File: src/rtl/modbus_response_tx_pkg.sv
// Shared definitions for the Modbus RTU response transmitter: CRC constants,
// controller states and UART framing. Optional macro used by the top: RS485_GUARD_EN.
package modbus_response_tx_pkg;

  localparam logic [15:0] CRC_INIT        = 16'hFFFF;
  localparam logic [15:0] CRC_POLY        = 16'hA001;
  localparam int          UART_FRAME_BITS = 10;

  typedef enum logic [1:0] {
    ST_IDLE,
    ST_CRC,
    ST_SEND,
    ST_DONE
  } tx_state_e;

  // One reflected CRC-16 step for a single input bit.
  function automatic logic [15:0] crc16_step(input logic [15:0] crc, input logic din);
    logic [15:0] shifted;
    shifted = crc >> 1;
    return (crc[0] ^ din) ? (shifted ^ CRC_POLY) : shifted;
  endfunction

endpackage

File: src/rtl/modbus_response_tx_crc.sv
// Bit-serial Modbus CRC-16 engine: a byte is accepted when idle and folded in
// one bit per clock, so each byte occupies the engine for 8 clocks.
module tx_crc
  import modbus_response_tx_pkg::*;
(
  input  logic        clk_i,
  input  logic        rst_ni,
  input  logic        clear_i,
  input  logic        byte_valid_i,
  input  logic [7:0]  byte_i,
  output logic [15:0] crc_o,
  output logic        busy_o
);

  logic [15:0] crc_q, crc_d;
  logic [6:0]  sh_q, sh_d;
  logic [2:0]  cnt_q, cnt_d;

  always_comb begin
    crc_d = crc_q;
    sh_d  = sh_q;
    cnt_d = cnt_q;
    if (clear_i) begin
      crc_d = CRC_INIT;
      sh_d  = 7'd0;
      cnt_d = 3'd0;
    end else if (cnt_q != 3'd0) begin
      crc_d = crc16_step(crc_q, sh_q[0]);
      sh_d  = sh_q >> 1;
      cnt_d = cnt_q - 3'd1;
    end else if (byte_valid_i) begin
      // bit 0 is consumed on the accepting clock, seven remain
      crc_d = crc16_step(crc_q, byte_i[0]);
      sh_d  = byte_i[7:1];
      cnt_d = 3'd7;
    end
  end

  always_ff @(posedge clk_i or negedge rst_ni) begin
    if (!rst_ni) begin
      crc_q <= CRC_INIT;
      sh_q  <= 7'd0;
      cnt_q <= 3'd0;
    end else begin
      crc_q <= crc_d;
      sh_q  <= sh_d;
      cnt_q <= cnt_d;
    end
  end

  assign crc_o  = crc_q;
  assign busy_o = (cnt_q != 3'd0);

endmodule

File: src/rtl/modbus_response_tx.sv
// Modbus RTU read-registers response transmitter: CRC pass over the frame, then
// 8N1 serialisation on RS-485. Optional macro RS485_GUARD_EN adds driver-enable guard bits.
//
// state   | meaning
// IDLE    | waiting for tx_start, line idle high, driver off
// CRC     | feeding header and RAM data bytes into the CRC engine
// SEND    | serialising the frame (plus guard periods if enabled)
// DONE    | one-clock response_done pulse, then back to IDLE
module modbus_response_tx
  import modbus_response_tx_pkg::*;
#(
  parameter int          CLK_FREQ  = 50000000,
  parameter int          BAUD_RATE = 115200,
  parameter logic [7:0]  SADDR     = 8'h01
) (
  input  logic        clk_in,
  input  logic        rst_n_in,
  input  logic        tx_start,
  input  logic [7:0]  func_code,
  input  logic [7:0]  tx_quantity,
  input  logic [15:0] tx_data,
  output logic [7:0]  tx_addr,
  output logic [15:0] crc_calc,
  output logic        response_done,
  output logic        rs485_tx,
  output logic        rs485_tx_en
);

  localparam int          BIT_CYC    = CLK_FREQ / BAUD_RATE;
  localparam logic [23:0] BIT_RELOAD = 24'(BIT_CYC - 1);
  localparam logic [3:0]  LAST_BIT   = 4'(UART_FRAME_BITS - 1);
`ifdef RS485_GUARD_EN
  localparam bit GUARD_EN = 1'b1;
`else
  localparam bit GUARD_EN = 1'b0;
`endif

  tx_state_e   state_q;
  logic [7:0]  func_q;
  logic [7:0]  qty_q;
  logic [9:0]  idx_q;
  logic [7:0]  tx_addr_q;
  logic        tx_q;
  logic        en_q;
  logic        done_q;
  logic [23:0] baud_q;
  logic [3:0]  bit_q;
  logic [8:0]  shift_q;
  logic        guard_q;

  logic [9:0]  n_bytes;
  logic [9:0]  last_idx;
  logic [7:0]  cur_byte;
  logic [7:0]  addr_next;
  logic [15:0] crc_val;
  logic        crc_busy;
  logic        crc_feed;
  logic        crc_clear;

  assign n_bytes  = 10'd3 + {1'b0, qty_q, 1'b0};
  assign last_idx = n_bytes + 10'd2;

  // Byte idx_q of the frame; data bytes with odd index are high halves.
  always_comb begin
    cur_byte = 8'h00;
    if (idx_q == 10'd0)       cur_byte = SADDR;
    else if (idx_q == 10'd1)  cur_byte = func_q;
    else if (idx_q == 10'd2)  cur_byte = {qty_q[6:0], 1'b0};
    else if (idx_q < n_bytes) cur_byte = idx_q[0] ? tx_data[15:8] : tx_data[7:0];
    else if (idx_q == n_bytes) cur_byte = crc_val[7:0];
    else                      cur_byte = crc_val[15:8];
  end

  // Once a word's low byte is taken, point the RAM at the next word (or park at 0).
  always_comb begin
    addr_next = tx_addr_q;
    if (idx_q >= 10'd4 && idx_q < n_bytes && !idx_q[0]) begin
      addr_next = (({1'b0, tx_addr_q} + 9'd1) < {1'b0, qty_q}) ? (tx_addr_q + 8'd1) : 8'd0;
    end
  end

  assign crc_clear = (state_q == ST_IDLE) && tx_start;
  assign crc_feed  = (state_q == ST_CRC) && !crc_busy && (idx_q != n_bytes);

  tx_crc u_crc (
    .clk_i       (clk_in),
    .rst_ni      (rst_n_in),
    .clear_i     (crc_clear),
    .byte_valid_i(crc_feed),
    .byte_i      (cur_byte),
    .crc_o       (crc_val),
    .busy_o      (crc_busy)
  );

  always_ff @(posedge clk_in or negedge rst_n_in) begin
    if (!rst_n_in) begin
      state_q   <= ST_IDLE;
      func_q    <= 8'h00;
      qty_q     <= 8'h00;
      idx_q     <= 10'd0;
      tx_addr_q <= 8'h00;
      tx_q      <= 1'b1;
      en_q      <= 1'b0;
      done_q    <= 1'b0;
      baud_q    <= 24'd0;
      bit_q     <= 4'd0;
      shift_q   <= 9'h1FF;
      guard_q   <= 1'b0;
    end else begin
      done_q <= 1'b0;
      case (state_q)
        ST_IDLE: begin
          if (tx_start) begin
            func_q  <= func_code;
            qty_q   <= tx_quantity;
            idx_q   <= 10'd0;
            state_q <= ST_CRC;
          end
        end

        ST_CRC: begin
          if (!crc_busy) begin
            if (idx_q == n_bytes) begin
              state_q <= ST_SEND;
              en_q    <= 1'b1;
              baud_q  <= BIT_RELOAD;
              bit_q   <= 4'd0;
              if (GUARD_EN) begin
                guard_q <= 1'b1;
                idx_q   <= 10'd0;
              end else begin
                tx_q    <= 1'b0;
                shift_q <= {1'b1, SADDR};
                idx_q   <= 10'd1;
              end
            end else begin
              idx_q     <= idx_q + 10'd1;
              tx_addr_q <= addr_next;
            end
          end
        end

        ST_SEND: begin
          if (baud_q != 24'd0) begin
            baud_q <= baud_q - 24'd1;
          end else begin
            baud_q <= BIT_RELOAD;
            if (guard_q) begin
              guard_q <= 1'b0;
              if (idx_q == 10'd0) begin
                tx_q    <= 1'b0;
                shift_q <= {1'b1, cur_byte};
                bit_q   <= 4'd0;
                idx_q   <= 10'd1;
              end else begin
                en_q    <= 1'b0;
                idx_q   <= 10'd0;
                state_q <= ST_DONE;
              end
            end else if (bit_q != LAST_BIT) begin
              bit_q   <= bit_q + 4'd1;
              tx_q    <= shift_q[0];
              shift_q <= {1'b1, shift_q[8:1]};
            end else if (idx_q == last_idx) begin
              if (GUARD_EN) begin
                guard_q <= 1'b1;
              end else begin
                en_q    <= 1'b0;
                idx_q   <= 10'd0;
                state_q <= ST_DONE;
              end
            end else begin
              tx_q      <= 1'b0;
              shift_q   <= {1'b1, cur_byte};
              bit_q     <= 4'd0;
              idx_q     <= idx_q + 10'd1;
              tx_addr_q <= addr_next;
            end
          end
        end

        ST_DONE: begin
          done_q  <= 1'b1;
          state_q <= ST_IDLE;
        end

        default: state_q <= ST_IDLE;
      endcase
    end
  end

  assign tx_addr       = tx_addr_q;
  assign crc_calc      = crc_val;
  assign response_done = done_q;
  assign rs485_tx      = tx_q;
  assign rs485_tx_en   = en_q;

endmodule

File: config.mk
export PLATFORM = sky130hd
export DESIGN_NAME = modbus_response_tx
export DESIGN_NICKNAME = d
export VERILOG_FILES = /design/src/rtl/modbus_response_tx_pkg.sv /design/src/rtl/modbus_response_tx_crc.sv /design/src/rtl/modbus_response_tx.sv
export SDC_FILE = /design/constraint.sdc
export NUM_CORES = 1
export LEC_CHECK = 0
export BUFFER_PORTS_ARGS = -buffer_cell sky130_fd_sc_hd__buf_2
export CORE_UTILIZATION = 55
export DETAILED_ROUTE_END_ITERATION = 6
export GPL_TIMING_DRIVEN = 1
export PLACE_DENSITY_LB_ADDON = 0.2
export SKIP_CTS_REPAIR_TIMING = 1
export SLEW_MARGIN = 20
export SYNTH_ARGS = -nofsm -noshare
export SYNTH_HDL_FRONTEND = slang
export SYNTH_HIERARCHICAL = 1
export SYNTH_SLANG_ARGS = --single-unit
File: constraint.sdc
create_clock -name clk_in -period 11.15 [get_ports clk_in]
set_clock_uncertainty 0.15 [all_clocks]
set_input_delay 2.23 -clock clk_in [delete_from_list [all_inputs] [get_ports clk_in]]
set_output_delay 2.23 -clock clk_in [all_outputs]
set_load 0.1 [all_outputs]
==> impl_metrics.toml, run 1 <==
[status]
status = "complete, no violations"

[grt]
grt_start_max_net_pins = 60
grtUsageTotal = 0.248
grt_first_pass_wirelength_um = 24700
antenna_found_initial = 0
grt_pass1_vias = 5023
globalRouteOverflowTotal = 0

[die]
die-area_mm2 = 0.0123
start_util = 0.567
io_pins = 62
coreArea_mm2 = 0.0115
num_rows = 39
dieWidth_um = 111
die_h_um = 111

[sta]
finalMaxSlewViolations = 0
final-hold-violation-count = 0
tightest_slew_ns = 1.06
finalCritPeriodShare = 0.436
setup_viol = 0
rsz0062_at_grt = "no"
fmaxAchievable_mhz = 206
final.setup.tns_ns = 0
layout_setup_ws_ns = 6.29
period_needed_ns = 4.86
slew_headroom = 0.292

[layout]
seq_area_mm2 = 0.00256
fillCellCount = 940
final_common_cell = "dfrtp_1"
nets = 784
area_growth_pct = 10.0
drive_above_1_share = 0.214
final_cell_mix = "dfrtp_1 (76), buf_2 (60), nand2_1 (53), nor2_1 (46), inv_1 (36)"
multi_input_area_mm2 = 0.00364
antenna_cells = 0
fin_util = 0.624

[synthesis]
synth_top_area_cell = "dfrtp_1"
synth_seq_cells = 101
syn_area_mm2 = 0.00650
synth_edf_count = 0
syn_nets = 747
syn_area_per_cell_um2 = 9.58
ys_types = 79
synthCells = 679
ys_warn_count = 6
netlist.area_leader.share = 0.292
async_reset_ff_frac = 1.00
synth-seq-area-share = 0.393
synth_area_leaders = "dfrtp_1 (29%), dfstp_2 (10%), ha_1 (6.3%)"
synth_ff_type = "dfrtp_1"

[placed_design]
dp_hpwl_um = 10300
place_ws_ns = 6.38
portBuffers = 61
place_congestion = 0.889

[power]
p_leak_nw = 3.24
p_seq_frac = 0.316
power_density_mw_per_mm2 = 270
swShare = 0.485
peakVddDrop_mv = 0.238
p_clk_frac = 0.169
switching_power_mw = 0.936
p_int_mw = 0.994
comb_power_share = 0.514

[clock_tree]
cts_buffer_depth = 2
cts_buffers = 9
cts_root_buf = "clkbuf_16"
htreeDepth = 3
cts_tree = "yes"
clk_pin_slew_ns = 0.07
clock-sinks = 101
worst_skew_pair.late_latency_ns = 0.36

[critical_path]
worstPathArrival_ns = 4.99
cp-end-kind = "register"
path_common_cell = "ha_1"
cp_max_fo = 14
crit_type = "register to register"
crit_path_start_kind = "register"
cpPeakStageDelay_ns = 0.84
critPathSlowestCell = "a21oi_1"
path_cells = "ha_1 -> nand3_1 -> or3_1 -> ha_1 -> nand4_1 -> o31ai_1 -> and2_1 -> nand2_1 -> a21oi_1 -> mux2_2"
required_ns = 11.28

[min_path]
hold_path_class = "register to register"

[route]
wl_per_cell_um = 16.6
dr.pass1.iters = 4
num_vias = 5171
drt_wl_total_um = 14400
drtIter0Drc = 267
viasPerCell = 5.98
antenna_left = 0
drc = 0

[run]
cap_violations = 0
[worst max-delay path, delay by kind of cell (launching register included)]
kind                     cells  cell delay [ns]
AND/OR/NAND/NOR              5             1.45
AO/OA/AOI/OAI                2             1.41
adder cells (fa/ha/maj)      2             0.75
flip-flops                   1             0.60
multiplexers                 1             0.42
[per-stage QoR]
stage | instances | hold slack (ns) | power [mW] | area [µm²]
floorplan | 679 | 0.304 | 1.41 | 6500
global placement | 848 | 0.320 | 1.57 | 6850
detailed placement | 848 | 0.335 | 1.60 | 6850
CTS | 864 | 0.346 | 1.93 | 7160
global route | 864 | 0.371 | 2.05 | 7160
finish | 864 | 0.343 | 1.93 | 7160
[final cells by class]
class | count | share of cell area
inverters | 38 | 0.0199
clock buffers | 9 | 0.0315
flip-flops and latches | 101 | 0.358
clock inverters | 7 | 0.0110
multi-input cells | 502 | 0.509
repair buffers | 64 | 0.0462
well taps | 143 | 0.0250
[routing by layer]
metal | global-route usage | part of all wire | vias to the layer above
met5 | 0 | 0 | -
met4 | 0.0756 | 0.014 | 0
met3 | 0.0590 | 0.045 | 21
met2 | 0.403 | 0.48 | 105
met1 | 0.329 | 0.46 | 2521
li1 | - | - | 2524
[state kept, by name, indices dropped and copies added, names as in the netlist]
signal / count
shift_q: 8
rs485_tx: 1
idx_q: 10
u_crc/cnt_q: 3
tx_addr: 8
response_done: 1
bit_q: 4
state_q: 2
u_crc/crc_o: 16
baud_q: 24
func_q: 8
rs485_tx_en: 1
u_crc/sh_q: 7
qty_q: 8
[cells by family (layout without fill, tap and decap cells)]
family / count (synthesis) / count (layout) / share of synthesized area
AO/OA/AOI/OAI: 156 / 156 / 0.179
adder cells (fa/ha/maj): 33 / 33 / 0.0635
XOR/XNOR: 45 / 45 / 0.0627
multiplexers: 42 / 42 / 0.0669
AND/OR/NAND/NOR: 226 / 226 / 0.186
buffers and inverters: 76 / 118 / 0.0487
flip-flops: 101 / 101 / 0.393
[path summary, 6_finish.rpt]
kind	startpoint	endpoint	slack, ns	depth (start not counted)
setup / recovery	qty_q[0]	shift_q[2]	6.29	10
hold / removal	rs485_tx	rs485_tx	0.34	2
setup reg to reg	qty_q[0]	shift_q[2]	6.29	10
hold reg to reg	rs485_tx	rs485_tx	0.34	2
max in group asynchronous	rst_n_in	func_q[4]	7.98	2
min in group asynchronous	rst_n_in	baud_q[16]	1.70	1
[Yosys cell counts, types with 4 or more instances]
| library cell | n |
|---|---|
| xor2_1 | 16 |
| nor2_1 | 46 |
| a221oi_1 | 7 |
| xnor2_1 | 28 |
| a22o_1 | 6 |
| a211oi_1 | 9 |
| and3_1 | 15 |
| o21ai_0 | 32 |
| nand4_1 | 6 |
| o22a_1 | 24 |
| nand2_1 | 53 |
| a21o_1 | 11 |
| o21a_1 | 6 |
| nor4_1 | 9 |
| and2_1 | 5 |
| mux2i_1 | 32 |
| dfstp_2 | 25 |
| clkbuf_1 | 20 |
| or2_2 | 4 |
| nand3b_1 | 5 |
| nor3_1 | 20 |
| mux2_2 | 9 |
| a31o_2 | 6 |
| or3_1 | 8 |
| inv_1 | 37 |
| a21oi_1 | 17 |
| ha_1 | 33 |
| or4_1 | 4 |
| buf_2 | 10 |
| nand3_1 | 21 |
| nor2b_1 | 4 |
| dfrtp_1 | 76 |
| buf_1 | 5 |
| nand2b_1 | 5 |
| o22ai_1 | 7 |
[power groups by stage]
stage	clock, mW	sequential, mW	combinational (mW)
after global routing	0.344	0.627	1.08
after global placement	0	0.610	0.964
after CTS	0.332	0.609	0.992
final	0.327	0.611	0.992
after detailed placement	0	0.615	0.983
after floorplan	0	0.783	0.630
(Power assumes the default switching activity.)
==> run 2, diff against run 1 <==
ABC_AREA = 1   (was default)
clock period = 4.08 ns   (was 11.15 ns; I/O delays follow)
==> impl_metrics.toml, run 2 <==
[synthesis]
yosys.area_share.adder = 0.0612
syn_nets = 986
synth_top_area_cell = "dfrtp_1"
synth-seq-area-share = 0.379
synth_area_leaders = "dfrtp_1 (28%), nand2_1 (14%), dfstp_2 (9.7%)"
ys_types = 49
synth_compound_area_frac = 0.112
synth.area.mux_share = 0.0104
syn_area_per_cell_um2 = 7.35
synthCells = 918
synth-simple-area-share = 0.323
async_reset_ff_frac = 1.00
netlist.area_leader.share = 0.282
syn_area_mm2 = 0.00675
ys_warn_count = 6
synth_seq_cells = 101
synth_ff_type = "dfrtp_1"
synth.top_cells.by_count = "nand2_1 (250), inv_1 (120), nor2_1 (86)"
synth_top_family_by_area = "simple AND/OR/NAND/NOR gates"
synth_xor_area_frac = 0.0298
synth_most_common_cell = "nand2_1"
synth_edf_count = 0

[critical_path]
crit_path_start_kind = "register"
path_buf_inv = 1
path_cells = "ha_1 -> nand2_1 -> o21ai_1 -> nand2_1 -> ha_1 -> nand2_1 -> nor2_2 -> nand3_4 -> nand2_4 -> nand2_2 -> nor2_2 -> inv_1 -> o21ai_0 -> a21oi_1"
rr_worst_depth = 14
required_ns = 4.15
cp_max_fo = 17
path_depth = 14
worstPathArrival_ns = 3.68
cp_top_family = "simple AND/OR/NAND/NOR gates"
r2r_slack_ns = 0.47
cp-end-kind = "register"
worstReg2RegStart = "qty_q[0]"
crit_type = "register to register"
cpPeakStageDelay_ns = 0.53
r2r_end = "baud_q[9]"
critPathSlowestCell = "nor2_2"
path_common_cell = "nand2_1"

[clock_tree]
clk_pin_slew_ns = 0.07
htreeDepth = 3
cts_tree = "yes"
cts_buffers = 9
clock-sinks = 101
cts_buffer_depth = 2
cts_root_buf = "clkbuf_16"
worst_skew_pair.late_latency_ns = 0.36

[min_path]
worstHoldStart = "shift_q[1]"
holdPathEnd = "shift_q[1]"
hold_depth = 2
hold_path_class = "register to register"

[power]
power_density_mw_per_mm2 = 680
peakVddDrop_mv = 0.731
p_leak_nw = 3.97

[route]
antenna_left = 0
met3_length_um = 817
dr.pass1.iters = 7
wl_met1_um = 7440
route.met2.wl_um = 7450
wl_per_cell_um = 14.0
num_vias = 6046
drt_wl_total_um = 16000
top_layer = "met4"
drtIter0Drc = 496
drc = 0
viasPerCell = 5.32

[die]
die_h_um = 113
die-area_mm2 = 0.0127
io_pins = 62
coreArea_mm2 = 0.0120
dieWidth_um = 113
num_rows = 40
start_util = 0.562

[sta]
final-hold-violation-count = 0
rsz0062_at_grt = "no"
final.setup.tns_ns = 0
finalMaxSlewViolations = 0
fmaxAchievable_mhz = 277
period_needed_ns = 3.61
holdWs_ns = 0.316
setup_viol = 0
finalCritPeriodShare = 0.885
layout_setup_ws_ns = 0.470
slew_headroom = 0.533
tightest_slew_ns = 0.700

[grt]
antenna_found_initial = 0
grtUsageTotal = 0.270
grt_pass1_vias = 5733
globalRouteOverflowTotal = 0
grt_start_max_net_pins = 55
grt_first_pass_wirelength_um = 27300

[layout]
drive_above_1_share = 0.163
fillCellCount = 1120
area_growth_pct = 11.2
largest_reg_flops = 24
top_register = "baud_q"
final_common_cell = "nand2_1"
antenna_cells = 0
final_cell_mix = "nand2_1 (250), inv_1 (120), nor2_1 (85), nand3_1 (80), dfrtp_1 (76)"
final_area_mm2 = 0.00750
nets = 1052

[placed_design]
dp_hpwl_um = 11900
dpl_cell_area_mm2 = 0.00722
place_ws_ns = 0.495
portBuffers = 61
place_congestion = 0.867

[run]
cap_violations = 0

[status]
status = "complete, no violations"
-- run 2: changes by cell type in the layout (fill, tap and decap cells not counted), moves of 21 or more --
cell,change
inv_1,+84
mux2i_1,-25
nand2_1,+197
nand3_1,+59
nor2_1,+39
o21ai_0,+21
o22a_1,-24
xnor2_1,-23
-- run 2: metal layers --
layer  vias to the layer above  GRT usage
met5                         -          0
li1                       3102          -
met3                        19     0.0578
met4                         0     0.0791
met1                      2791      0.363
met2                       134      0.439
-- run 2: metrics by stage --
stage          power [mW]   util  std cells
2_1_floorplan        3.70      -        918
3_3_place_gp         4.22  0.601       1120
3_5_place_dp         4.25  0.601       1120
4_1_cts              5.12  0.625       1136
5_1_grt              5.52  0.625       1136
6_report             5.10  0.625       1136
-- run 2: worst max-delay path by stage --
stage,from,end,slack (ns)
after floorplan,tx_addr[2],tx_addr[7],0.95
after global placement,qty_q[0],tx_addr[4],0.58
after detailed placement,qty_q[0],baud_q[9],0.50
after CTS,qty_q[0],tx_addr[4],0.48
after global routing,qty_q[0],baud_q[23],0.1
final,qty_q[0],baud_q[9],0.47
-- run 2: tightest hold or removal path: stages (launching register included) --
cell and delay, ns:
dfstp_2 0.37, nand2_1 0.05, nand2_1 0.05
-- run 2: cells by family after synthesis --
| group | count (synthesis) |
|---|---|
| XOR/XNOR | 23 |
| buffers and inverters | 143 |
| AO/OA/AOI/OAI | 122 |
| AND/OR/NAND/NOR | 489 |
| adder cells (fa/ha/maj) | 33 |
| flip-flops | 101 |
| multiplexers | 7 |
-- run 2: area by class of cell --
type,count,area (µm²),share of cell area
clock buffer,10,229,0.0305
clock inverter,6,56.3,0.00750
inverter,129,484,0.0645
multi-input combinational,674,3620,0.483
sequential,101,2560,0.341
tap,147,184,0.0245
timing repair buffer,69,368,0.0490
-- run 2: power breakdown --
part / internal, mW / switching [mW] / total (mW)
sequential: 1.31 / 0.211 / 1.52
clock: 0.427 / 0.421 / 0.847
combinational: 0.726 / 2.01 / 2.74
total: 2.46 / 2.64 / 5.10
